[config.mk]
export PLATFORM = sky130hd
export DESIGN_NAME = bpsk_mod_st
export DESIGN_NICKNAME = d
export VERILOG_FILES = /design/src/rtl/bpsk_pkg.sv /design/src/rtl/bpsk_negsat.sv /design/src/rtl/bpsk_mod_st.sv
export SDC_FILE = /design/constraint.sdc
export NUM_CORES = 1
export LEC_CHECK = 0
export BUFFER_PORTS_ARGS = -buffer_cell sky130_fd_sc_hd__buf_2
export CAP_MARGIN = 20
export CORE_UTILIZATION = 56
export DETAILED_ROUTE_END_ITERATION = 12
export PLACE_DENSITY_LB_ADDON = 0.05
export SYNTH_ARGS = -nofsm -noshare
export SYNTH_HDL_FRONTEND = slang
export SYNTH_SLANG_ARGS = --single-unit
[constraint.sdc]
create_clock -name clk -period 3.7 [get_ports clk]
set_input_delay 0.74 -clock clk [delete_from_list [all_inputs] [get_ports clk]]
set_output_delay 0.74 -clock clk [all_outputs]
set_load 0.02 [all_outputs]
[src/rtl/bpsk_pkg.sv]
// Shared types and helpers for the BPSK modulator: FSM state encoding,
// counter width and saturation limits for a signed sample width.
package bpsk_pkg;

  typedef enum logic {
    IDLE = 1'b0,
    RUN  = 1'b1
  } state_t;

  function automatic int clog2(input int n);
    int r;
    r = 0;
    while ((1 << r) < n) r++;
    return r;
  endfunction

  function automatic int maxpos(input int w);
    return (1 << (w - 1)) - 1;
  endfunction

  function automatic int minneg(input int w);
    return -(1 << (w - 1));
  endfunction

endpackage

[src/rtl/bpsk_negsat.sv]
// Conditional negate of a signed sample; the most negative code maps to the
// most positive code so the result never wraps.
module bpsk_negsat
  import bpsk_pkg::*;
#(
  parameter int mpr = 10
) (
  input  logic signed [mpr-1:0] x_i,
  input  logic                  neg_i,
  output logic signed [mpr-1:0] y_o
);

  localparam logic signed [mpr-1:0] MAXPOS = mpr'(maxpos(mpr));
  localparam logic signed [mpr-1:0] MINNEG = mpr'(minneg(mpr));

  always_comb begin
    y_o = x_i;
    if (neg_i) y_o = (x_i == MINNEG) ? MAXPOS : -x_i;
  end

endmodule

[src/rtl/bpsk_mod_st.sv]
// BPSK / DBPSK modulator: holds each (optionally differential) bit for sps
// NCO samples and multiplies the carrier by +/-1, emitting zeros when idle.
module bpsk_mod_st
  import bpsk_pkg::*;
#(
  parameter int mpr     = 10,
  parameter int sps     = 16,
  parameter int diff_en = 1
) (
  input  logic                  clk,
  input  logic                  reset,
  input  logic                  clken,
  input  logic signed [mpr-1:0] fcos_i,
  input  logic                  nco_valid_i,
  input  logic                  bit_i,
  input  logic                  bit_valid_i,
  output logic                  bit_ready_o,
  output logic signed [mpr-1:0] mod_o,
  output logic                  out_valid,
  output logic                  sym_start_o,
  output logic                  busy_o,
  output logic                  underrun_o
);

  localparam int CW = clog2(sps);
  localparam logic [CW-1:0] LAST = CW'(sps - 1);

  state_t                state_q, state_d;
  logic [CW-1:0]         cnt_q, cnt_d;
  logic                  sym_q, sym_d;
  logic                  dprev_q, dprev_d;
  logic                  underrun_q, underrun_d;
  logic                  start_q, start_d;
  logic                  valid_q, valid_d;
  logic signed [mpr-1:0] mod_q, mod_d;
  logic signed [mpr-1:0] carrier;
  logic                  tick, at_last, accept, d_bit;

  bpsk_negsat #(.mpr(mpr)) u_negsat (
    .x_i   (fcos_i),
    .neg_i (sym_d),
    .y_o   (carrier)
  );

  always_comb begin
    tick        = clken & nco_valid_i;
    at_last     = (cnt_q == LAST);
    bit_ready_o = tick & ((state_q == IDLE) | at_last);
    accept      = bit_ready_o & bit_valid_i;
    d_bit       = (diff_en != 0) ? (bit_i ^ dprev_q) : bit_i;

    state_d    = state_q;
    cnt_d      = cnt_q;
    sym_d      = sym_q;
    dprev_d    = dprev_q;
    underrun_d = underrun_q;
    mod_d      = mod_q;
    start_d    = 1'b0;
    valid_d    = tick;

    if (tick) begin
      // A newly accepted symbol modulates the very sample that accepted it.
      if (accept) begin
        state_d = RUN;
        cnt_d   = '0;
        sym_d   = d_bit;
        dprev_d = d_bit;
        start_d = 1'b1;
      end else if (state_q == RUN) begin
        if (!at_last) begin
          cnt_d = cnt_q + CW'(1);
        end else begin
          state_d    = IDLE;
          cnt_d      = '0;
          dprev_d    = 1'b0;
          underrun_d = 1'b1;
        end
      end
      mod_d = (state_d == RUN) ? carrier : '0;
    end
  end

  always_ff @(posedge clk) begin
    if (reset) begin
      state_q    <= IDLE;
      cnt_q      <= '0;
      sym_q      <= 1'b0;
      dprev_q    <= 1'b0;
      underrun_q <= 1'b0;
      start_q    <= 1'b0;
      valid_q    <= 1'b0;
      mod_q      <= '0;
    end else begin
      state_q    <= state_d;
      cnt_q      <= cnt_d;
      sym_q      <= sym_d;
      dprev_q    <= dprev_d;
      underrun_q <= underrun_d;
      start_q    <= start_d;
      valid_q    <= valid_d;
      mod_q      <= mod_d;
    end
  end

  assign mod_o       = mod_q;
  assign out_valid   = valid_q;
  assign sym_start_o = start_q;
  assign busy_o      = (state_q == RUN);
  assign underrun_o  = underrun_q;

endmodule

# Yosys cells after proc, flatten, opt, wreduce, memory -nomap -nowiden
# Index checks and enable logic that the tools add are counted.
# Widths: inputs -> output; s select.
# classes
n_addsub,2
multipliers,0
n_div,0
magnitude_cmp,0
n_eq_ne,2
n_shift,0
mux,16
bitwise_logic,8
n_reduce_logical,6
# ops
op,count
$mux 10,3
$mux 4,3
$eq 10x10->1 const B,1
$mux 1,10
$neg 10->10,1
$add 4x1->4 const B,1
$eq 4x4->1 const B,1
$reduce_and 4->1,1
$reduce_bool 2->1,2
$and 1x1->1,3
$not 1->1,3
$reduce_and 3->1,1
$reduce_and 2->1,1
$reduce_or 2->1,1
$or 1x1->1,1
$xor 1x1->1,1
# word_totals
reg_bits,20
latchBits,0
mem_bits_rw,0
romBits,0
n_memories,0

# Logic depth before layout (Yosys ltp)
# logic_depth
word_depth,8
depth_mapped,7
mapped_depth_nobuf,6

# Modules after synthesis
# A second synthesis with hierarchy kept.
# hier_totals
cells_unflattened,130
hier_area_um2,1148.6
# by_module_without_submodules
mod,instances,cells_per_inst,area_per_inst_um2,seq_area_each_um2
bpsk_mod_st,1,80,823.3,400.4
bpsk_negsat,1,50,325.3,0.0

# Worst setup path before layout
# OpenSTA, ideal clock, no wires.
# synth_timing
path_kind,input to register
start,in fcos_i[0]
end,"reg mod_q[8], in the netlist mod_o[8]"
t_arrival_ps,2045
required_ps,3583
slack_ps,1537
cell_stages,6
path_buffers,0
cell_sequence,inv_1 ha_1 nor3b_1 nand4_1 a31o_1 a32o_1
# synth_between
elab_chain_cells,4
elab_cells_between_ends,5
cone_classes,1 x add/sub; 1 x eq/ne; 3 x mux
# synth_rtl
element,line_no,text
start: declaration,bpsk_mod_st.sv:13,"input logic signed [mpr-1:0] fcos_i,"
$neg 10->10 or $eq 10x10->1 (tied branches),bpsk_negsat.sv:18,if (neg_i) y_o = (x_i == MINNEG) ? MAXPOS : -x_i;
$mux 10 * (2 in a row),bpsk_negsat.sv:18,
$mux 10 *,bpsk_mod_st.sv:79,mod_d = (state_d == RUN) ? carrier : '0;
end signal: assignment,bpsk_mod_st.sv:101,mod_q <= mod_d;
end: declaration,bpsk_mod_st.sv:35,"logic signed [mpr-1:0] mod_q, mod_d;"
# Every way passes the cells marked *; elsewhere a longest branch is shown, timed or not.
# A chain may end at the register's enable or synchronous reset.

# Worst setup path in the final report
# layout_timing
start,reg cnt_q[0]
end,out bit_ready_o
# layout_between
elab_chain_cells,3
# layout_rtl
element,line_no,text
start: declaration,bpsk_mod_st.sv:29,"logic [CW-1:0] cnt_q, cnt_d;"
start signal: assignment,bpsk_mod_st.sv:95,cnt_q <= cnt_d;
$eq 4x4->1,bpsk_mod_st.sv:47,at_last = (cnt_q == LAST);
$or 1x1->1,bpsk_mod_st.sv:48,bit_ready_o = tick & ((state_q == IDLE) | at_last);
$and 1x1->1,bpsk_mod_st.sv:48,
end: declaration,bpsk_mod_st.sv:17,"output logic bit_ready_o,"
# Every way passes these cells.

==> results.py <==
metrics = {
    "status": {
        "outcome": "completed",
    },
    "synthesis": {
        "synth_top_area_share_pct": 33.2,
        "synth.most_common_cell": "dfxtp_1",
        "synth_edf_count": 0,
        "syn_inst": 144,
        "synth-main-ff-cell": "dfxtp_1",
        "synth-seq-cells": 20,
        "seq_area_frac_synth_pct": 33.2,
        "avgSynthCellArea_sq_um": 8.38,
        "synthTopCellsByArea": "dfxtp_1, a32o_1, a31o_1",
        "synth-async-reset-ratio_pct": 0,
        "yosysUniqueCellTypes": 42,
        "synth_commonest_cells": "dfxtp_1, nand2_1, nor2_1",
        "syn-cell-area_sq_um": 1210,
        "synth_fp_nets": 162,
        "yosys.area.top_type": "dfxtp_1",
        "synth_warnings": 0,
    },
    "power": {
        "p_leak_nw": 0.539,
        "power.density_nw_per_um2": 318,
        "ir_worst_vdd_mv": 0.177,
        "power_mw": 0.435,
    },
    "global_route": {
        "gr-total-overflow": 0,
        "antenna_found_initial": 0,
        "grt_pass1_wl_um": 4950,
        "grt_pass1_vias": 1116,
        "grt_max_degree": 21,
        "track_usage_pct": 26.8,
    },
    "sta": {
        "fin_crit_sh_pct": 65.3,
        "grt_setup_unrepaired": "no",
        "finalMaxSlewViolations": 0,
        "clock.fmax_mhz": 414,
        "skew_ns": 0.000787,
        "setup_viol_count_final": 0,
        "max_slew_margin_pct": 45.8,
        "period_needed_ns": 2.41,
        "hold_violations": 0,
        "setup_ws_ns": 1.29,
        "tns_ns": 0,
        "tightest_slew_ns": 0.813,
    },
    "place": {
        "gp_congestion": 0.835,
        "io_buffer_count": 30,
        "dp.final_hpwl_um": 2100,
        "place_ws_ns": 1.21,
        "dpl.cell_count": 190,
    },
    "detailed_routing": {
        "first_iter_violations": 22,
        "dr.pass1.iters": 4,
        "wl_um": 2840,
        "ant_nets": 0,
        "wl_per_cell_um": 14.6,
        "drcViolationCount": 0,
        "vias_per_cell": 6.22,
        "dr_total_vias": 1206,
    },
    "floorplan": {
        "die-height_um": 48.4,
        "core_area_sq_um": 2000,
        "row_count": 16,
        "fp.dieArea_sq_um": 2340,
        "io_pins": 31,
        "start_util_pct": 60.3,
        "die_width_um": 48.4,
    },
    "layout": {
        "nFillCells": 189,
        "nNetsFinal": 186,
        "drive_gt1_share_pct": 23.4,
        "final_cells": 194,
        "syn_to_final_growth_pct": 13.3,
        "n_antenna_cell": 0,
    },
    "clock_tree": {
        "cts_tree": "done",
        "hold_buffers": 0,
        "ctsHtreeMaxLevel": 1,
        "cts_resized": 0,
        "cts_buffer_depth": 2,
        "cts-root-buf": "clkbuf_4",
        "clk_pin_slew_ns": 0.11,
        "cts_made_buffers": 3,
        "clk_latency_ns": 0.30,
        "clkSinkCount": 20,
        "post_cts_buffers": 0,
    },
    "setup_path": {
        "cp_max_fo": 9,
        "required_ns": 2.96,
        "cp.arrival_ns": 1.67,
        "startpoint_type": "flop",
        "critical_path_class": "reg -> out",
        "worst_setup_path_end_kind": "primary output",
    },
    "flow_run": {
        "maxCapViolCount": 0,
    },
    "hold_path": {
        "holdCritPathClass": "reg -> reg",
    },
}
## layer usage
| layer | track usage, % | routed length, um | up-vias | part of all wire (%) |
|---|---|---|---|---|
| met5 | 0 | 0 | - | 0 |
| met3 | 4.09 | 107 | 2 | 3.8 |
| met2 | 47.7 | 1430 | 31 | 50 |
| met1 | 33.5 | 1290 | 566 | 46 |
| li1 | - | - | 607 | - |
| met4 | 7.35 | 12 | 0 | 0.42 |
## cell usage in the layout, fill, tap and decap left out, types with 2 or more instances in the layout
| master | netlist | routed |
|---|---|---|
| o21ai_0 | 5 | 5 |
| clkbuf_4 | 0 | 3 |
| dfxtp_1 | 20 | 20 |
| nor2_1 | 10 | 10 |
| nand4b_1 | 3 | 3 |
| nor3_1 | 3 | 3 |
| o31ai_1 | 3 | 3 |
| nand3_1 | 5 | 5 |
| and4b_1 | 2 | 2 |
| a22oi_1 | 2 | 2 |
| a31o_1 | 6 | 6 |
| a211o_1 | 2 | 2 |
| nand4_1 | 8 | 8 |
| a31oi_1 | 6 | 6 |
| nand2_1 | 10 | 10 |
| ha_1 | 2 | 2 |
| nand3_2 | 2 | 2 |
| a21oi_1 | 9 | 9 |
| o211ai_1 | 2 | 2 |
| a32o_1 | 6 | 6 |
| inv_1 | 8 | 8 |
| buf_2 | 6 | 30 |
## state kept, by name (all words and copies together) (netlist names)
name,flops
sym_start_o,1
mod_o,10
sym_q,1
cnt_q,4
dprev_q,1
out_valid,1
underrun_o,1
busy_o,1
## metrics by stage
| step | cell area, sq um | utilization [%] | hold slack (ns) |
|---|---|---|---|
| finish | 1370 | 68.3 | 0.455 |
| global route | 1370 | 68.3 | 0.482 |
| CTS | 1370 | 68.3 | 0.458 |
| detailed placement | 1330 | 66.4 | 0.438 |
| global placement | 1330 | 66.4 | 0.430 |
| floorplan | 1210 | - | 0.462 |
## cell families after synthesis
| logic type | share of synthesized area, % |
|---|---|
| AND/OR/NAND/NOR | 24.6 |
| AO/OA/AOI/OAI | 31.3 |
| buffers and inverters | 8.09 |
| flip-flops | 33.2 |
| adder cells (fa/ha/maj) | 2.07 |
| XOR/XNOR | 0.726 |
## worst max-delay path, stage by stage (launching register included)
cell and delay [ns]:
dfxtp_1 0.41, ha_1 0.25, nand3_2 0.19, and2_1 0.25, nor2_1 0.11, buf_2 0.17
## final timing paths
check,startpoint,to,slack [ns],cells past startpoint
max,cnt_q[0],bit_ready_o,1.29,5
min,mod_o[0],mod_o[0],0.46,2
max reg2reg,cnt_q[0],mod_o[3],1.62,5
min reg2reg,mod_o[0],mod_o[0],0.46,2
## final cells by class
type                            count  area [sq um]  area share (%)
Multi-Input combinational cell    104           708            51.8
Sequential cell                    20           400            29.3
Timing Repair Buffer               31           158            11.5
Clock buffer                        4          36.3            2.66
Tap cell                           27          33.8            2.47
Inverter                            8          30.0            2.20
## power breakdown
part / internal (mW) / switching (mW) / leakage, nW
Sequential: 0.222 / 0.00480 / 0.162
Combinational: 0.0297 / 0.0530 / 0.356
Clock: 0.0600 / 0.0654 / 0.0210
Total: 0.312 / 0.123 / 0.539
Note: power is estimated with default switching activity, not from simulation.
